--- src/rtl/muldiv_unit_pkg.sv ---
// Shared encodings for the multiply/divide unit: operation codes and FSM state values.
package muldiv_unit_pkg;

  typedef logic [1:0] op_t;

  localparam op_t OpMult  = 2'd0;
  localparam op_t OpMultu = 2'd1;
  localparam op_t OpDiv   = 2'd2;
  localparam op_t OpDivu  = 2'd3;

  typedef logic [1:0] state_t;

  localparam state_t StIdle = 2'd0;
  localparam state_t StRun  = 2'd1;
  localparam state_t StFix  = 2'd2;

  function automatic logic op_is_signed(op_t op);
    return (op == OpMult) || (op == OpDiv);
  endfunction

endpackage

--- src/rtl/muldiv_unit_if.sv ---
// Request/result bundle between a pipeline front end (master) and the mul/div unit (slave).
interface muldiv_unit_if
  import muldiv_unit_pkg::*;
#(
  parameter int unsigned WIDTH = 32
);
  logic             start;
  op_t              op;
  logic [WIDTH-1:0] a;
  logic [WIDTH-1:0] b;
  logic             wen_hi;
  logic             wen_lo;
  logic [WIDTH-1:0] wdata;
  logic             busy;
  logic             done;
  logic [WIDTH-1:0] hi;
  logic [WIDTH-1:0] lo;

  modport master (
    output start, op, a, b, wen_hi, wen_lo, wdata,
    input  busy, done, hi, lo
  );

  modport slave (
    input  start, op, a, b, wen_hi, wen_lo, wdata,
    output busy, done, hi, lo
  );
endinterface

--- src/rtl/muldiv_unit.sv ---
// Iterative HI/LO multiply/divide unit: magnitudes are processed over WIDTH cycles in one
// 2*WIDTH shift register with a single WIDTH+1 adder, then signs are fixed up in one cycle.
module muldiv_unit
  import muldiv_unit_pkg::*;
#(
  parameter int unsigned WIDTH = 32
) (
  input logic         clk,
  input logic         rst,
  muldiv_unit_if.slave bus
);

  localparam int unsigned     CntW    = $clog2(WIDTH + 1);
  localparam logic [CntW-1:0] CntInit = CntW'(WIDTH);

  state_t             state_q, state_d;
  op_t                op_q, op_d;
  logic               sa_q, sa_d, sb_q, sb_d;
  logic [WIDTH-1:0]   opnd_q, opnd_d;
  logic [2*WIDTH-1:0] acc_q, acc_d;
  logic [CntW-1:0]    cnt_q, cnt_d;
  logic [WIDTH-1:0]   hi_q, hi_d, lo_q, lo_d;
  logic               done_q, done_d;

  // Single conditional negator used for operand magnitudes and result sign fix-up.
  function automatic logic [WIDTH-1:0] cneg(input logic [WIDTH-1:0] v, input logic en,
                                            input logic cin);
    return en ? (~v + WIDTH'(cin)) : v;
  endfunction

  logic               a_neg, b_neg;
  logic [WIDTH-1:0]   a_mag, b_mag;
  logic               is_mul, is_signed, q_sign, neg_lo, neg_hi, hi_cin;
  logic [WIDTH:0]     add_x, add_y, add_s;
  logic [2*WIDTH-1:0] mul_next, div_next;
  logic [WIDTH-1:0]   res_hi, res_lo, fix_hi, fix_lo;

  always_comb begin
    a_neg = op_is_signed(bus.op) & bus.a[WIDTH-1];
    b_neg = op_is_signed(bus.op) & bus.b[WIDTH-1];
    a_mag = cneg(bus.a, a_neg, 1'b1);
    b_mag = cneg(bus.b, b_neg, 1'b1);

    is_mul    = ~op_q[1];
    is_signed = op_is_signed(op_q);

    // Multiply adds the multiplicand to the upper half; divide subtracts the divisor from
    // the partial remainder shifted left by one.
    add_x = is_mul ? {1'b0, acc_q[2*WIDTH-1:WIDTH]} : acc_q[2*WIDTH-1:WIDTH-1];
    add_y = {1'b0, opnd_q} ^ {(WIDTH + 1){op_q[1]}};
    add_s = add_x + add_y + (WIDTH + 1)'(op_q[1]);

    mul_next = {(acc_q[0] ? add_s : add_x), acc_q[WIDTH-1:1]};
    div_next = add_s[WIDTH] ? {acc_q[2*WIDTH-2:0], 1'b0}
                            : {add_s[WIDTH-1:0], acc_q[WIDTH-2:0], 1'b1};

    res_hi = acc_q[2*WIDTH-1:WIDTH];
    res_lo = acc_q[WIDTH-1:0];
    q_sign = is_signed & (sa_q ^ sb_q);
    // A zero divisor leaves an all-ones quotient that must not be negated.
    neg_lo = is_mul ? q_sign : (q_sign & (opnd_q != '0));
    neg_hi = is_mul ? q_sign : (is_signed & sa_q);
    hi_cin = is_mul ? (res_lo == '0) : 1'b1;
    fix_lo = cneg(res_lo, neg_lo, 1'b1);
    fix_hi = cneg(res_hi, neg_hi, hi_cin);
  end

  always_comb begin
    state_d = state_q;
    op_d    = op_q;
    sa_d    = sa_q;
    sb_d    = sb_q;
    opnd_d  = opnd_q;
    acc_d   = acc_q;
    cnt_d   = cnt_q;
    hi_d    = hi_q;
    lo_d    = lo_q;
    done_d  = 1'b0;
    case (state_q)
      StIdle: begin
        if (bus.wen_hi) hi_d = bus.wdata;
        if (bus.wen_lo) lo_d = bus.wdata;
        if (bus.start) begin
          op_d    = bus.op;
          sa_d    = a_neg;
          sb_d    = b_neg;
          cnt_d   = CntInit;
          state_d = StRun;
          if (bus.op[1]) begin
            opnd_d = b_mag;
            acc_d  = {{WIDTH{1'b0}}, a_mag};
          end else begin
            opnd_d = a_mag;
            acc_d  = {{WIDTH{1'b0}}, b_mag};
          end
        end
      end
      StRun: begin
        acc_d = op_q[1] ? div_next : mul_next;
        cnt_d = cnt_q - CntW'(1);
        if (cnt_q == CntW'(1)) state_d = StFix;
      end
      StFix: begin
        hi_d    = fix_hi;
        lo_d    = fix_lo;
        done_d  = 1'b1;
        state_d = StIdle;
      end
      default: state_d = StIdle;
    endcase
  end

  always_ff @(posedge clk or posedge rst) begin
    if (rst) begin
      state_q <= StIdle;
      op_q    <= OpMult;
      sa_q    <= 1'b0;
      sb_q    <= 1'b0;
      opnd_q  <= '0;
      acc_q   <= '0;
      cnt_q   <= '0;
      hi_q    <= '0;
      lo_q    <= '0;
      done_q  <= 1'b0;
    end else begin
      state_q <= state_d;
      op_q    <= op_d;
      sa_q    <= sa_d;
      sb_q    <= sb_d;
      opnd_q  <= opnd_d;
      acc_q   <= acc_d;
      cnt_q   <= cnt_d;
      hi_q    <= hi_d;
      lo_q    <= lo_d;
      done_q  <= done_d;
    end
  end

  assign bus.busy = (state_q != StIdle);
  assign bus.done = done_q;
  assign bus.hi   = hi_q;
  assign bus.lo   = lo_q;

endmodule
--- src/flat_wrapper.sv ---
// flat-port wrapper written by rule: the top's interface ports become plain ports
module muldiv_unit_flat import muldiv_unit_pkg::*;
#(
  parameter int unsigned WIDTH = 32
)
  (clk, rst, bus_start, bus_op, bus_a, bus_b, bus_wen_hi, bus_wen_lo, bus_wdata, bus_busy, bus_done, bus_hi, bus_lo);
  muldiv_unit_if #(.WIDTH(WIDTH)) bus_i ();
  input logic clk;
  input logic rst;
  input wire logic [$bits(bus_i.start)-1:0] bus_start;
  input wire logic [$bits(bus_i.op)-1:0] bus_op;
  input wire logic [$bits(bus_i.a)-1:0] bus_a;
  input wire logic [$bits(bus_i.b)-1:0] bus_b;
  input wire logic [$bits(bus_i.wen_hi)-1:0] bus_wen_hi;
  input wire logic [$bits(bus_i.wen_lo)-1:0] bus_wen_lo;
  input wire logic [$bits(bus_i.wdata)-1:0] bus_wdata;
  output wire logic [$bits(bus_i.busy)-1:0] bus_busy;
  output wire logic [$bits(bus_i.done)-1:0] bus_done;
  output wire logic [$bits(bus_i.hi)-1:0] bus_hi;
  output wire logic [$bits(bus_i.lo)-1:0] bus_lo;
  assign bus_i.start = bus_start;
  assign bus_i.op = bus_op;
  assign bus_i.a = bus_a;
  assign bus_i.b = bus_b;
  assign bus_i.wen_hi = bus_wen_hi;
  assign bus_i.wen_lo = bus_wen_lo;
  assign bus_i.wdata = bus_wdata;
  assign bus_busy = bus_i.busy;
  assign bus_done = bus_i.done;
  assign bus_hi = bus_i.hi;
  assign bus_lo = bus_i.lo;
  muldiv_unit #(.WIDTH(WIDTH)) u_core (.clk(clk), .rst(rst), .bus(bus_i));
endmodule
--- config.mk ---
export PLATFORM = sky130hd
export DESIGN_NAME = muldiv_unit_flat
export DESIGN_NICKNAME = d
export VERILOG_FILES = /design/src/rtl/muldiv_unit_pkg.sv /design/src/rtl/muldiv_unit_if.sv /design/src/rtl/muldiv_unit.sv /design/src/flat_wrapper.sv
export SDC_FILE = /design/constraint.sdc
export NUM_CORES = 1
export LEC_CHECK = 0
export BUFFER_PORTS_ARGS = -buffer_cell sky130_fd_sc_hd__buf_2
export CAP_MARGIN = 25
export CORE_MARGIN = 5
export CORE_UTILIZATION = 40
export DETAILED_ROUTE_END_ITERATION = 7
export PLACE_DENSITY = 0.6
export SYNTH_ARGS = -nofsm -noshare
export SYNTH_HDL_FRONTEND = slang
export SYNTH_SLANG_ARGS = --single-unit
--- constraint.sdc ---
create_clock -name clk -period 7.7 [get_ports clk]
set_clock_uncertainty 0.1 [all_clocks]
set_input_delay 1.155 -clock clk [delete_from_list [all_inputs] [get_ports clk]]
set_output_delay 1.155 -clock clk [all_outputs]
set_load 0.02 [all_outputs]
Word level (Yosys, flattened, before mapping)
Index checks and enable logic that the tools add are counted.

operators by class
  $add $sub $neg = 7
  eq/ne operators = 9
  multiplexer cells = 25
  bitwise operators = 11
  reduce and logical (&&, ||, !) cells = 15

operators with widths
  operator                                          number
  2-to-1 mux 32 bit                                 8
  2-to-1 mux 64 bit                                 3
  NOT 32 bit                                        4
  one-hot mux 32 bit (2 select lines)               2
  one-hot mux 64 bit (2 select lines)               1
  adder 32 x 1 -> 32 bit, second input constant     3
  2-to-1 mux 33 bit                                 2
  adder 33 x 1 -> 33 bit                            1
  adder 33 bit                                      1
  XOR 32 x 33 -> 33 bit                             1
  adder 32 x 1 -> 32 bit                            1
  logical NOT 32 bit                                1
  nonzero test 32 bit                               1
  one-hot mux 6 bit (2 select lines)                1
  AND reduction 2 bit                               5
  == test 2 bit, second input constant              3
  == test 6 x 1 -> 1 bit, second input constant     1
  logical NOT 2 bit                                 3
  2-to-1 mux 6 bit                                  1
  inequality test 2 bit, second input constant      3
  nonzero test 2 bit                                3
  subtractor 6 x 1 -> 6 bit, second input constant  1
  bitwise AND 1 bit                                 5
  2-to-1 mux 1 bit                                  4
  other kinds (6)                                   8

word-level totals
  bits in registers = 173
  input port bits = 103
  output and inout port bits = 66
  logic and storage cells = 77

Longest topological paths before layout
  depth after elaboration = 7
  depth in mapped cells = 19
  depth with buffers taken out = 17

Worst setup path after synthesis
OpenSTA, ideal clock, no wires.

  path type = flip-flop to flip-flop
  start point = register u_core.op_q[1]
  end point = register u_core.acc_q[35]
  library setup time = 0.142 ns
  arrival = 4.225 ns
  data required time = 7.458 ns
  path slack = 3.232 ns
  stages on the path, launching flop included = 18
  path buffers = 7
  clock period less this slack = 4.468 ns
  cells stage by stage = dfrtp_1 -> clkbuf_1 -> clkbuf_1 -> clkbuf_1 -> buf_1 -> xor2_1 -> ha_1 -> clkbuf_1 -> a21o_1 -> a2111o_1 -> o21ai_0 -> a31oi_1 -> a41o_1 -> xnor2_1 -> buf_2 -> buf_2 -> mux2i_1 -> o221ai_1

between the ends
  word-level cells in the longest chain between the ends = 6
  elaborated cells on any way between the ends = 8
  those cells by class = add/sub (2); mux (5); bitwise (1)

ends and longest elaborated chain
  item                                                               line                                  text
  from (decl)                                                        muldiv_unit.sv:17                     op_t op_q, op_d;
  from (signal assigned)                                             muldiv_unit.sv:116                    op_q <= OpMult;
  from (signal assigned)                                             muldiv_unit.sv:127                    op_q <= op_d;
  2-to-1 mux 33 bit / XOR 32 x 33 -> 33 bit (equally long branches)  muldiv_unit.sv:49, muldiv_unit.sv:50
  adder 33 bit                                                       muldiv_unit.sv:51                     add_s = add_x + add_y + (WIDTH + 1)'(op_q[1]);
  adder 33 x 1 -> 33 bit                                             muldiv_unit.sv:51
  2-to-1 mux 33 bit / 2-to-1 mux 64 bit (equally long branches)      muldiv_unit.sv:53, muldiv_unit.sv:54
  2-to-1 mux 64 bit (*)                                              muldiv_unit.sv:99                     acc_d = op_q[1] ? div_next : mul_next;
  one-hot mux 64 bit (2 select lines) (*)                            muldiv_unit.sv:79                     case (state_q)
  to (signal assigned)                                               muldiv_unit.sv:120                    acc_q <= '0;
  to (signal assigned)                                               muldiv_unit.sv:131                    acc_q <= acc_d;
  to (decl)                                                          muldiv_unit.sv:20                     logic [2*WIDTH-1:0] acc_q, acc_d;

Mark *: on every way between the ends. The rest lies on a longest branch, timed or not.
A chain may end at the register's enable or synchronous reset.

Worst setup path in the final report
  start point = register u_core.op_q[1]
  end point = register u_core.acc_q[43]

The elaborated chain is that of the path after synthesis.

==> flow_metrics.env <==
export IMPL_worst_pin_slew_ns=0.947
export IMPL_regArea_um2=4330
export IMPL_hold_path_class="flop to flop"
export IMPL_worstSetupPathType="flop to flop"
export IMPL_multi_input_area_um2=9120
export IMPL_fmax_mhz=195
export IMPL_cts_repair_resize_count=0
export IMPL_nNetsFinal=1955
export IMPL_diodes=0
export IMPL_die_width_um=198
export IMPL_hpwlAfterDp_um=36500
export IMPL_synth_area_um2=14200
export IMPL_clock_path_buffers=2
export IMPL_start_kind="flop"
export IMPL_drtAntennaViolNets=0
export IMPL_design_area_um2=15800
export IMPL_antenna_found_initial=0
export IMPL_n_fill_cell=3556
export IMPL_status="finished clean"
export IMPL_synth_top_area_cell="dfrtp_1"
export IMPL_numClockSinks=173
export IMPL_final_setup_tns_ns=0
export IMPL_syn_area_per_cell_um2=8.15
export IMPL_final_cell_mix="nand2_1, dfrtp_1, nor2_1, buf_2, o21ai_0"
export IMPL_grt_max_degree=103
export IMPL_report_final_slew_viol_count=0
export IMPL_die_h_um=198
export IMPL_routed_via_density=5.75
export IMPL_dr_pass1_iters=5
export IMPL_worst_r2r_cell_count=13
export IMPL_worstPathArrival_ns=5.32
export IMPL_yosys_warnings=0
export IMPL_grt_ovfl_total=0
export IMPL_rows=69
export IMPL_io_pins=169
export IMPL_ys_types=79
export IMPL_reg2reg_from="u_core.op_q[1]"
export IMPL_hold_viol_final=0
export IMPL_synthTopCellsByArea="dfrtp_1, nand2_1, xnor2_1, xor2_1, o21ai_0"
export IMPL_cts_setup_buffers=0
export IMPL_cp_startpoint="u_core.op_q[1]"
export IMPL_synth_net_count=1882
export IMPL_synthDominantCellAreaShare_pct=30.5
export IMPL_async_flop_share_pct=100
export IMPL_finalCritPeriodShare_pct=66.5
export IMPL_synthCells=1740
export IMPL_cts_buffers_inserted=17
export IMPL_gp_congestion=0.925
export IMPL_synth_edf_count=0
export IMPL_htreeDepth=4
export IMPL_seq_area_frac_synth_pct=30.5
export IMPL_cts_tree="done"
export IMPL_r2r_slack_ns=2.58
export IMPL_period_needed_ns=5.12
export IMPL_hold_slack_ns=0.371
export IMPL_drc_errors=0
export IMPL_worstPathMaxFanout=54
export IMPL_critPathCapture="u_core.acc_q[43]"
export IMPL_io_buffer_count=168
export IMPL_core_um2=35300
export IMPL_clkLatencyLatePin_ns=0.45
export IMPL_area_growth_pct=11.0
export IMPL_final_layout_size_suffix_gt1_share_pct=15.9
export IMPL_setup_viol=0
export IMPL_wl_per_cell_um=20.6
export IMPL_hold_buffers=0
export IMPL_clk_pin_slew_ns=0.07
export IMPL_start_util_pct=40.2
export IMPL_placed_area_um2=15100
export IMPL_vias=13200
export IMPL_grt_usage_pct=23.6
export IMPL_maxSlewHeadroom_pct=36.5
export IMPL_die_area_um2=39300
export IMPL_rsz0062_at_grt="false"
export IMPL_wl_um=47100
export IMPL_grt_pass1_vias=12600
export IMPL_r2r_end="u_core.acc_q[43]"
export IMPL_cts_root_buf="clkbuf_16"
export IMPL_cp_data_required_time_ns=7.90
export IMPL_synth_flop_cell="dfrtp_1"
export IMPL_drv_cap=0
export IMPL_ys_ff_latch=173
export IMPL_worstSetupEndpointType="flop"
export IMPL_mostFrequentLayoutCell="nand2_1"
export IMPL_fin_util_pct=44.6
export IMPL_grt_pass1_wl_um=73200
export IMPL_drt_initial_drc_count=1055
==> cells in the mapped netlist (36+ instances only) <==
master      n
clkbuf_1  101
xor2_1     83
dfrtp_1   173
o21ai_0   130
o31ai_1    76
a21oi_1   123
a211oi_1   47
ha_1       38
nor2_1    172
mux2i_1    64
mux2_2     36
xnor2_1    99
nand2_1   233
==> worst min-delay path by stage <==
stage                              endpoint  cells past startpoint  slack (ns)               from
final                      u_core.bus.hi[3]                      2        0.37   u_core.bus.hi[3]
after global routing      u_core.bus.lo[22]                      2        0.40  u_core.bus.lo[22]
after CTS                  u_core.bus.hi[3]                      2        0.38   u_core.bus.hi[3]
after detailed placement   u_core.bus.hi[3]                      2        0.36   u_core.bus.hi[3]
after global placement    u_core.bus.hi[16]                      2        0.35  u_core.bus.hi[16]
after floorplan             u_core.cnt_q[4]                      1        0.35    u_core.cnt_q[4]
==> cells by family (layout without fill, tap and decap cells) <==
family,count (synthesis),after routing,synth area share (%)
mux,100,100,7.37
fa+ha+maj,39,39,3.49
flops,173,173,30.5
compound gates,523,523,24.1
xor+xnor,182,182,11.2
buf+inv,167,253,5.63
simple gates,556,556,17.7
==> sequential cells by signal, summed over array words and instances (netlist names) <==
name and cells:
u_core.op_q 2, u_core.sa_q 1, u_core.bus.hi 32, u_core.state_q 2, u_core.acc_q 64, u_core.cnt_q 6, u_core.sb_q 1, u_core.bus.done 1
u_core.opnd_q 32, u_core.bus.lo 32
==> metrics by stage <==
| stage | cells | setup slack [ns] |
|---|---|---|
| floorplan | 1740 | 1.76 |
| global placement | 2253 | 2.68 |
| detailed placement | 2253 | 2.60 |
| CTS | 2285 | 2.58 |
| global route | 2287 | 2.17 |
| finish | 2287 | 2.58 |
==> critical path: stages, from the launching register on <==
cell      delay, ns
dfrtp_4        0.88
buf_4          0.67
mux2_2         0.41
ha_1           0.35
nand2_1        0.17
o21ai_0        0.18
a211oi_1       0.35
a31oi_1        0.13
a41o_1         0.28
xnor2_2        0.39
buf_4          0.43
mux2_2         0.38
a21oi_1        0.13
o21ai_0        0.09
==> layout make-up <==
type	instances	area share (%)
repair buffers	190	6.64
inverters	31	0.770
well taps	461	3.66
multi-input cells	1400	57.9
clock buffers	18	2.72
clock inverters	14	0.842
flip-flops and latches	173	27.5
==> routing by layer <==
layer,vias to the layer above,wire length [um],global-route usage (%)
li1,6418,-,-
met1,6218,22700,35.5
met2,477,20300,35.7
met3,39,3240,3.51
met4,0,856,5.46
met5,-,0,0
Power is left out: the tool's default activity adds up to more than one toggle a clock period on the data nets, which glitch-free logic cannot reach.
